File: src/rtl/traffic_phase_arbiter.sv
// Demand-driven NS/EW intersection sequencer with an all-red pedestrian walk phase.
// Phase timing advances on ce ticks; request flags are latched on every clock.
module traffic_phase_arbiter #(
  parameter int _lightsWidth         = 6,
  parameter int _greenLightTimeWidth = 6,
  parameter int _timeLeftWidth       = 7,
  parameter int YELLOW_TIME          = 3,
  parameter int CLEAR_TIME           = 1,
  parameter int MIN_GREEN            = 4,
  parameter int PED_TIME             = 8
) (
  input  logic                            clk,
  input  logic                            rst,
  input  logic                            ce,
  input  logic                            reqNS,
  input  logic                            reqEW,
  input  logic                            pedReq,
  input  logic [_greenLightTimeWidth-1:0] greenLightTime,
  output logic [_lightsWidth-1:0]         lights,
  output logic                            walk,
  output logic [_timeLeftWidth-1:0]       timeLeftNS,
  output logic [_timeLeftWidth-1:0]       timeLeftEW
);

  localparam int TW = _timeLeftWidth;

  localparam logic [TW-1:0] T_ONE    = TW'(1);
  localparam logic [TW-1:0] T_YELLOW = TW'(YELLOW_TIME);
  localparam logic [TW-1:0] T_CLEAR  = TW'(CLEAR_TIME);
  localparam logic [TW-1:0] T_MIN_G  = TW'(MIN_GREEN);
  localparam logic [TW-1:0] T_PED    = TW'(PED_TIME);

  localparam logic [_lightsWidth-1:0] L_ALL_RED   = _lightsWidth'(6'b100_100);
  localparam logic [_lightsWidth-1:0] L_NS_GREEN  = _lightsWidth'(6'b001_100);
  localparam logic [_lightsWidth-1:0] L_NS_YELLOW = _lightsWidth'(6'b010_100);
  localparam logic [_lightsWidth-1:0] L_EW_GREEN  = _lightsWidth'(6'b100_001);
  localparam logic [_lightsWidth-1:0] L_EW_YELLOW = _lightsWidth'(6'b100_010);

  typedef enum logic [2:0] {
    ALL_RED,
    NS_GREEN,
    NS_YELLOW,
    NS_CLEAR,
    EW_GREEN,
    EW_YELLOW,
    EW_CLEAR,
    PED_WALK
  } state_t;

  typedef enum logic {
    DIR_NS,
    DIR_EW
  } dir_t;

  state_t          state, state_nx;
  state_t          sel_veh, sel_any;
  logic [TW-1:0]   timer, timer_nx;
  logic [TW-1:0]   green_len;
  dir_t            last_dir, last_dir_nx;
  logic            pend_ns, pend_ew, pend_ped;
  logic            enter_ns, enter_ew, enter_ped;
  logic            opp_pend, same_pend;

  logic [_lightsWidth-1:0] lights_nx;
  logic                    walk_nx;
  logic [TW-1:0]           time_ns_nx, time_ew_nx;

  function automatic logic [TW-1:0] phase_len(input state_t s, input logic [TW-1:0] g);
    logic [TW-1:0] len;
    case (s)
      NS_GREEN, EW_GREEN:   len = g;
      NS_YELLOW, EW_YELLOW: len = T_YELLOW;
      PED_WALK:             len = T_PED;
      default:              len = T_CLEAR;
    endcase
    return len;
  endfunction

  always_comb begin
    green_len = {{(TW - _greenLightTimeWidth){1'b0}}, greenLightTime};
    if (green_len < T_MIN_G) begin
      green_len = T_MIN_G;
    end
  end

  // Alternate directions under contention; with no vehicle demand, hand green to the other side.
  always_comb begin
    opp_pend  = (last_dir == DIR_NS) ? pend_ew : pend_ns;
    same_pend = (last_dir == DIR_NS) ? pend_ns : pend_ew;
    if (!opp_pend && same_pend) begin
      sel_veh = (last_dir == DIR_NS) ? NS_GREEN : EW_GREEN;
    end else begin
      sel_veh = (last_dir == DIR_NS) ? EW_GREEN : NS_GREEN;
    end
    sel_any = pend_ped ? PED_WALK : sel_veh;
  end

  always_comb begin
    state_nx = state;
    timer_nx = timer;
    if (ce) begin
      if (timer > T_ONE) begin
        timer_nx = timer - T_ONE;
      end else begin
        case (state)
          ALL_RED, NS_CLEAR, EW_CLEAR: state_nx = sel_any;
          NS_GREEN:  state_nx = (pend_ew || pend_ped) ? NS_YELLOW : NS_GREEN;
          EW_GREEN:  state_nx = (pend_ns || pend_ped) ? EW_YELLOW : EW_GREEN;
          NS_YELLOW: state_nx = NS_CLEAR;
          EW_YELLOW: state_nx = EW_CLEAR;
          PED_WALK:  state_nx = sel_veh;
          default:   state_nx = ALL_RED;
        endcase
        // A green with no competing demand rests at zero instead of reloading.
        if (state_nx == state && (state == NS_GREEN || state == EW_GREEN)) begin
          timer_nx = '0;
        end else begin
          timer_nx = phase_len(state_nx, green_len);
        end
      end
    end
  end

  always_comb begin
    enter_ns    = (state_nx == NS_GREEN) && (state != NS_GREEN);
    enter_ew    = (state_nx == EW_GREEN) && (state != EW_GREEN);
    enter_ped   = (state_nx == PED_WALK) && (state != PED_WALK);
    last_dir_nx = enter_ns ? DIR_NS : (enter_ew ? DIR_EW : last_dir);
  end

  always_comb begin
    lights_nx  = L_ALL_RED;
    walk_nx    = 1'b0;
    time_ns_nx = '0;
    time_ew_nx = '0;
    case (state_nx)
      NS_GREEN:  begin lights_nx = L_NS_GREEN;  time_ns_nx = timer_nx; end
      NS_YELLOW: begin lights_nx = L_NS_YELLOW; time_ns_nx = timer_nx; end
      EW_GREEN:  begin lights_nx = L_EW_GREEN;  time_ew_nx = timer_nx; end
      EW_YELLOW: begin lights_nx = L_EW_YELLOW; time_ew_nx = timer_nx; end
      PED_WALK:  walk_nx = 1'b1;
      default:   lights_nx = L_ALL_RED;
    endcase
  end

  // A request arriving on the same clock as its flag is consumed wins over the clear.
  always_ff @(posedge clk) begin
    if (rst) begin
      state      <= ALL_RED;
      timer      <= T_CLEAR;
      last_dir   <= DIR_EW;
      pend_ns    <= 1'b0;
      pend_ew    <= 1'b0;
      pend_ped   <= 1'b0;
      lights     <= L_ALL_RED;
      walk       <= 1'b0;
      timeLeftNS <= '0;
      timeLeftEW <= '0;
    end else begin
      state      <= state_nx;
      timer      <= timer_nx;
      last_dir   <= last_dir_nx;
      pend_ns    <= reqNS  || (pend_ns  && !enter_ns);
      pend_ew    <= reqEW  || (pend_ew  && !enter_ew);
      pend_ped   <= pedReq || (pend_ped && !enter_ped);
      lights     <= lights_nx;
      walk       <= walk_nx;
      timeLeftNS <= time_ns_nx;
      timeLeftEW <= time_ew_nx;
    end
  end

endmodule

File: config.mk
export PLATFORM = sky130hd
export DESIGN_NAME = traffic_phase_arbiter
export DESIGN_NICKNAME = d
export VERILOG_FILES = /design/src/rtl/traffic_phase_arbiter.sv
export SDC_FILE = /design/constraint.sdc
export NUM_CORES = 1
export LEC_CHECK = 0
export ABC_AREA = 1
export CAP_MARGIN = 30
export CORE_UTILIZATION = 54
export DETAILED_ROUTE_END_ITERATION = 7
export PLACE_DENSITY = 0.82
export SYNTH_ARGS = -nofsm -noshare
export SYNTH_HDL_FRONTEND = slang
export SYNTH_SLANG_ARGS = --single-unit
File: constraint.sdc
create_clock -name clk -period 4.95 [get_ports clk]
set_input_delay 1.2375 -clock clk [delete_from_list [all_inputs] [get_ports clk]]
set_output_delay 1.2375 -clock clk [all_outputs]
set_load 0.05 [all_outputs]
-- Word level (Yosys, flattened, before mapping)
Index checks and enable logic that the tools add are counted.
- register bits after elaboration: 35
- bits in latches: 0
- memory bits (read-only): 0
- memories: 0
- bits in writable memories: 0
- word-level logic and storage cells: 85
- output and inout port bits: 21
- muxes and demuxes: 22
- reduce and logical (&&, ||, !) cells: 27
- $mul: 0
- shifts and indexed selects: 0
- bitwise gates (word level): 2
- magnitude comparators: 2
- $add $sub $neg: 1
- div/mod/pow operators: 0
- equality and inequality tests: 21
- operator list (cell ; number):
    3-bit == test, second input constant ; 10
    3-bit two-way mux ; 8
    6-bit case mux with 4 select lines ; 1
    7-bit two-way mux ; 3
    7-bit case mux with 3 select lines ; 1
    3-bit case mux with 6 select lines ; 1
    3-bit by 2-bit == test with 1-bit output, second input constant ; 4
    2-bit OR reduction ; 6
    3-bit by 1-bit == test with 1-bit output, second input constant ; 3
    1-bit logical AND ; 8
    7-bit by 1-bit > comparator with 1-bit output, second input constant ; 1
    7-bit by 1-bit subtractor with 7-bit output, second input constant ; 1
    1-bit logical OR ; 6
    6-bit by 3-bit less-than comparator with 1-bit output, second input constant ; 1
    1-bit two-way mux ; 6
    6-bit two-way mux ; 1
    3-bit inequality test, second input constant ; 2
    1-bit zero test ; 4
    3-bit == test ; 1
    3-bit zero test ; 1
    3-bit by 1-bit inequality test with 1-bit output, second input constant ; 1
    3-bit OR reduction ; 1
    2-bit two-way mux ; 1
    1-bit inverter ; 2
    2-bit nonzero test ; 1

-- Logic depth before layout (Yosys ltp)
Gate-level depths: netlist (run 1).
- depth in word-level cells: 15
- mapped depth: 15
- mapped depth without buffers: 14

-- Least setup slack after synthesis (run 1)
No wires, ideal clock.
- path type: input to register
- start: input port ce
- end: register timeLeftNS[1]
- cell stages on the path: 7
- setup time: 0.066 ns
- path slack: 2.639 ns
- buffers on the path: 0
- arrival: 2.246 ns
- required time: 4.884 ns
- path through: inv_1 nor2_8 o21ai_0 nand3_2 nand2_2 nand2_4 nor2_1
- cells in the longest elaborated chain, start to end: 5
- elaborated cells between the ends (all ways): 7
- classes of those cells: eq/ne: 2; mux: 2; bitwise: 1; reduce/logical: 2
- RTL lines (what ; RTL line ; RTL):
    start, declared ; 14 ; input logic ce,
    3-bit two-way mux ; 101 ; if (ce) begin
    3-bit by 1-bit == test with 1-bit output or 3-bit by 2-bit == test with 1-bit output (tied branches) ; 136 ; case (state_nx)
    2-bit OR reduction (no line) ; n/a ;
    1-bit inverter (no line) ; n/a ;
    2-bit OR reduction (no line) ; n/a ;
    end signal, assigned ; 168 ; timeLeftNS <= time_ns_nx;
    end, declared ; 21 ; output logic [_timeLeftWidth-1:0] timeLeftNS,
Parallel ways exist; a longest one is shown, timed or not.
A chain may end at the register's enable or synchronous reset.

-- Worst setup path after layout (run 1)
- start: input port ce
- end: register timeLeftNS[2]
Same word-level chain as after synthesis.

==> flow_summary.json, run 1 <==
{
  "status": "complete, but fails checks",
  "violations": "DRC",
  "postSynthAreaPerCell_um2": 7.35,
  "initial_core_util_pct": 58.5,
  "syn_to_final_growth_pct": 23.1,
  "cp.required_ns": 5.21,
  "synth_edf_count": 0,
  "final.setup.tns_ns": 0,
  "ant_nets": 0,
  "setup-violations-final": 0,
  "max_freq_ghz": 0.357,
  "pre_cts_ws_ns": 1.80,
  "drc": 5,
  "vias": 1480,
  "final_cell_mix": "nand2_1, nor2_1, dfxtp_1, clkdlybuf4s50_1, inv_1",
  "ir_drop_v": 0.000317,
  "critPathMaxFanout": 8,
  "hpwl_um": 2620,
  "clkLatencyLatePin_ns": 0.33,
  "r2r_cells": 12,
  "pwr-share-seq_pct": 39.1,
  "grt_usage_pct": 23.7,
  "hold_path_class": "reg -> reg",
  "drive_above_1_share_pct": 12.7,
  "antenna_found_initial": 0,
  "placed_cells": 284,
  "syn_area_um2": 1650,
  "yosysUniqueCellTypes": 30,
  "port-buffer-count": 32,
  "cts_resized": 0,
  "vias_per_cell": 5.09,
  "diodes": 0,
  "leakage_nw": 0.939,
  "path_clk_slew_ns": 0.11,
  "slew_viol_final": 0,
  "coreArea_um2": 2830,
  "pwr-share-comb_pct": 43.8,
  "grt_pass1_vias": 1413,
  "drt_iter0_markers": 52,
  "cts-buffers-inserted": 5,
  "fp-row-count": 19,
  "synthCells": 225,
  "syn_nets": 239,
  "htreeDepth": 2,
  "synth_ff_type": "dfxtp_1",
  "clockRootBuffer": "clkbuf_4",
  "rsz0062_at_grt": "false",
  "grt_overflow_total": 0,
  "dieHeight_um": 57.3,
  "post_cts_buffers": 0,
  "grt_pass1_wl_um": 5970,
  "drv_cap": 0,
  "yosysSeqAreaShare_pct": 42.4,
  "synth-async-reset-ratio_pct": 0,
  "grt_start_max_net_pins": 15,
  "fin_skew_ns": 0.0165,
  "end_kind": "register",
  "dieArea_um2": 3290,
  "io_pins": 33,
  "worst_ep_arrival_time_ns": 3.06,
  "tightest_slew_ns": 0.539,
  "cts.sinks": 35,
  "gp_congestion": 0.871,
  "n_fill_cell": 231,
  "post-route-period-util_pct": 56.5,
  "p_sw_w": 0.000382,
  "wl_per_cell_um": 11.9,
  "power_frac_clock_pct": 17.1,
  "drtPass1Iterations": 6,
  "p_int_w": 0.000513,
  "cts_hold_buf": 0,
  "layout_min_cycle_time_ns": 2.80,
  "drt-total-wl_um": 3460,
  "powerDensity_nw_per_um2": 440,
  "fin_cells": 291,
  "cts_tree": "done",
  "cts_buffer_depth": 2,
  "setup_slack_ns": 2.15,
  "finalPower_w": 0.000895,
  "synth_seq_cells": 35,
  "hold_violations": 0,
  "swShare_pct": 42.7,
  "yosys_warnings": 0,
  "final_common_cell": "nand2_1",
  "path_class": "in -> reg",
  "fin_nets": 274,
  "critPathLaunchType": "input port",
  "slew-limit-headroom_pct": 64.0,
  "hold_path_depth": 2,
  "die_w_um": 57.3
}
-- sequential cells by signal (all words and copies together) (netlist names) --
signal,flops
last_dir,1
lights,6
pend_ew,1
pend_ns,1
pend_ped,1
state,3
timeLeftEW,7
timeLeftNS,7
timer,7
walk,1
-- per-layer routing --
metal	vias to the layer above	part of all wire, %	GRT usage [%]
li1	780	-	-
met1	665	45	28.2
met3	4	4.1	4.76
met2	31	50	42.0
met4	0	0.90	8.36
met5	-	0	0
-- critical path, stage by stage --
cell and delay [ns]:
clkdlybuf4s50_1 0.54, inv_1 0.32, nor2_8 0.08, o21ai_0 0.41, nand3_2 0.16, nand2_2 0.11
nand2_4 0.08, nor2_1 0.11
-- cells by family (layout without fill, tap and decap cells) --
kind of cell / count (synthesis) / in the layout / share of synthesized area [%]
AO/OA/AOI/OAI: 21 / 21 / 7.87
XOR/XNOR: 2 / 2 / 1.06
adder cells (fa/ha/maj): 3 / 3 / 2.12
buffers and inverters: 29 / 64 / 7.87
flip-flops: 35 / 35 / 42.4
AND/OR/NAND/NOR: 135 / 135 / 38.7
-- worst paths after layout --
path	startpoint	slack, ns	endpoint
max	ce	2.15	timeLeftNS[2]
min	pend_ew	0.50	pend_ew
max reg2reg	state[2]	2.85	timeLeftEW[2]
min reg2reg	pend_ew	0.50	pend_ew
-- through the flow --
step                utilization [%]  area [um2]  hold slack (ns)
finish                         72.0        2040            0.503
global route                   72.0        2040            0.538
CTS                            72.0        2040            0.505
detailed placement             70.0        1980            0.489
global placement               70.0        1980            0.483
floorplan                         -        1650            0.454
-- power groups by stage --
stage / Sequential, W / Clock (W) / Combinational (W)
floorplan: 0.000413 / 0 / 0.000243
global placement: 0.000356 / 0 / 0.000389
detailed placement: 0.000356 / 0 / 0.000392
CTS: 0.000350 / 0.000154 / 0.000393
global route: 0.000354 / 0.000166 / 0.000436
finish: 0.000350 / 0.000153 / 0.000392
-- synth_stat cells (all sizes together) (2+ instances only) --
library cell,n,area [um2]
nand2,60,255
nor2,46,209
dfxtp,35,701
inv,25,96.3
nand3,18,100
o21ai,10,65.1
a21oi,9,48.8
nand4,7,43.8
buf,3,30.0
nor3,3,26.3
ha,2,25.0
xor2,2,17.5
-- layout make-up --
| type | count | area, um2 | share of cell area (%) |
|---|---|---|---|
| clock inverters | 1 | 5.00 | 0.246 |
| clock buffers | 6 | 51.3 | 2.52 |
| well taps | 31 | 38.8 | 1.91 |
| multi-input cells | 161 | 823 | 40.4 |
| repair buffers | 32 | 320 | 15.7 |
| inverters | 25 | 96.3 | 4.73 |
| flip-flops and latches | 35 | 701 | 34.4 |
Note: power is estimated with default switching activity, not from simulation.
==> run 2: changes to the inputs <==
--- a/config.mk
+++ b/config.mk
@@ -7,9 +7,9 @@
 export LEC_CHECK = 0
 export ABC_AREA = 1
 export CAP_MARGIN = 30
-export CORE_UTILIZATION = 54
+export CORE_UTILIZATION = 50
 export DETAILED_ROUTE_END_ITERATION = 7
-export PLACE_DENSITY = 0.82
+export PLACE_DENSITY = 0.77
 export SYNTH_ARGS = -nofsm -noshare
 export SYNTH_HDL_FRONTEND = slang
 export SYNTH_SLANG_ARGS = --single-unit
==> constraint.sdc (replaced) <==
create_clock -name clk -period 2.82 [get_ports clk]
set_input_delay 0.705 -clock clk [delete_from_list [all_inputs] [get_ports clk]]
set_output_delay 0.705 -clock clk [all_outputs]
set_load 0.05 [all_outputs]
==> flow_summary.json, run 2 (synthesis results as in run 1) <==
{
  "setup-violations-final": 0,
  "critPathMaxStageDelay_ns": 0.53,
  "dpl_cell_area_um2": 2000,
  "status": "completed",
  "drt_iter0_markers": 42,
  "io_pins": 33,
  "grt_overflow_total": 0,
  "drtPass1Iterations": 4,
  "grt_start_max_net_pins": 11,
  "fin_skew_ns": 0.0103,
  "power_frac_clock_pct": 17.1,
  "min_from": "pend_ew",
  "worst_ep_arrival_time_ns": 2.58,
  "fp-row-count": 20,
  "cts.sinks": 35,
  "whs_endpoint": "pend_ew",
  "pwr-share-comb_pct": 43.8,
  "grt_usage_pct": 21.5,
  "rr_startpoint": "state[0]",
  "clockRootBuffer": "clkbuf_4",
  "cts_hold_buf": 0,
  "coreArea_um2": 3100,
  "cts_resized": 0,
  "wl_per_cell_um": 11.1,
  "multi_input_area_um2": 823,
  "leakage_nw": 0.944,
  "diodes": 0,
  "slew_viol_final": 0,
  "gp_congestion": 0.910,
  "critPathSlowestCell": "clkdlybuf4s50_1",
  "use_met1_pct": 26.3,
  "reg2reg_slack_ns": 0.76,
  "clkLatencyLatePin_ns": 0.33,
  "vias": 1464,
  "r2r_cells": 12,
  "n_fill_cell": 276,
  "use_met2_pct": 38.8,
  "post_cts_buffers": 0,
  "setup_slack_ns": 0.501,
  "vias_per_cell": 4.80,
  "busiest_layer": "met2",
  "layout_min_cycle_time_ns": 2.32,
  "r2r_end": "timer[2]",
  "hold_path_class": "reg -> reg",
  "cts_buffer_depth": 2,
  "crit_chain": "clkdlybuf4s50_1, inv_1, nor2_8, o21ai_0, nand3_2, nand2_2, nand2_4, nor2_1",
  "drive_above_1_share_pct": 13.0,
  "powerDensity_nw_per_um2": 762,
  "pwr-share-seq_pct": 39.2,
  "use_met3_pct": 4.59,
  "ant_nets": 0,
  "htreeDepth": 2,
  "path_clk_slew_ns": 0.10,
  "port-buffer-count": 32,
  "drv_cap": 0,
  "initial_core_util_pct": 53.3,
  "slew-limit-headroom_pct": 63.9,
  "dieArea_um2": 3540,
  "critPathLaunchType": "input port",
  "grt_pass1_wl_um": 5780,
  "path_class": "in -> reg",
  "fin_cells": 305,
  "hold_violations": 0,
  "final.setup.tns_ns": 0,
  "grt_pass1_vias": 1377,
  "max_freq_ghz": 0.431,
  "cp.required_ns": 3.08,
  "hold_path_depth": 2,
  "drt-total-wl_um": 3380,
  "tightest_slew_ns": 0.536,
  "post-route-period-util_pct": 82.2,
  "placed_cells": 298,
  "hpwl_um": 2640,
  "end_kind": "register",
  "regArea_um2": 701,
  "fin_nets": 275,
  "pre_cts_ws_ns": 0.183,
  "final_common_cell": "nand2_1",
  "cts_tree": "done",
  "final_cell_mix": "nand2_1, nor2_1, dfxtp_1, clkdlybuf4s50_1, inv_1",
  "syn_to_final_growth_pct": 24.5,
  "drc": 0,
  "p_sw_w": 0.000667,
  "layout.cell_area.non_filler_um2": 2060,
  "p_int_w": 0.000902,
  "ir_drop_v": 0.000495,
  "rsz0062_at_grt": "false",
  "top_regs": "timeLeftEW: 7 flops, timeLeftNS: 7 flops, timer: 7 flops",
  "swShare_pct": 42.5,
  "critPathMaxFanout": 8,
  "dieHeight_um": 59.5,
  "antenna_found_initial": 0,
  "cts-buffers-inserted": 5,
  "die_w_um": 59.5
}
## run 2: worst max-delay path, delay by kind of cell
family | cells | cell delay (ns)
AO/OA/AOI/OAI | 1 | 0.45
AND/OR/NAND/NOR | 5 | 0.56
buffers and inverters | 2 | 0.86
## run 2: worst max-delay path by stage
| stage | depth (start not counted) | from | end | slack (ns) |
|---|---|---|---|---|
| global placement | 8 | ce | timeLeftNS[2] | 0.24 |
| finish | 8 | ce | timeLeftNS[0] | 0.50 |
| detailed placement | 8 | ce | timeLeftNS[4] | 0.18 |
| global route | 8 | ce | timeLeftNS[1] | 0.34 |
| floorplan | 7 | ce | timeLeftNS[1] | 1.04 |
| CTS | 8 | ce | timeLeftNS[0] | 0.53 |
## run 2: stage by stage
step	total power (W)	hold WS (ns)	utilization (%)
floorplan	0.00115	0.454	-
global placement	0.00131	0.476	64.6
detailed placement	0.00131	0.477	64.6
CTS	0.00158	0.493	66.4
global route	0.00168	0.531	66.4
finish	0.00157	0.494	66.4
## run 2: metal layers
| layer | routed length [um] | vias up |
|---|---|---|
| met4 | 0 | 0 |
| li1 | - | 780 |
| met5 | 0 | - |
| met2 | 1730 | 34 |
| met3 | 113 | 0 |
| met1 | 1540 | 650 |
## run 2: layout make-up
cell class	instances	share of cell area, %
Clock inverter	1	0.243
Sequential cell	35	34.0
Inverter	25	4.68
Timing Repair Buffer	33	15.9
Clock buffer	6	2.49
Multi-Input combinational cell	161	40.0
Tap cell	44	2.67
## run 2: power by group through the flow
stage,clock network [W],logic (W),registers [W]
6_report,0.000268,0.000687,0.000614
5_1_grt,0.000298,0.000761,0.000623
4_1_cts,0.000274,0.000689,0.000615
3_5_place_dp,0,0.000686,0.000626
3_3_place_gp,0,0.000683,0.000626
2_1_floorplan,0,0.000426,0.000725
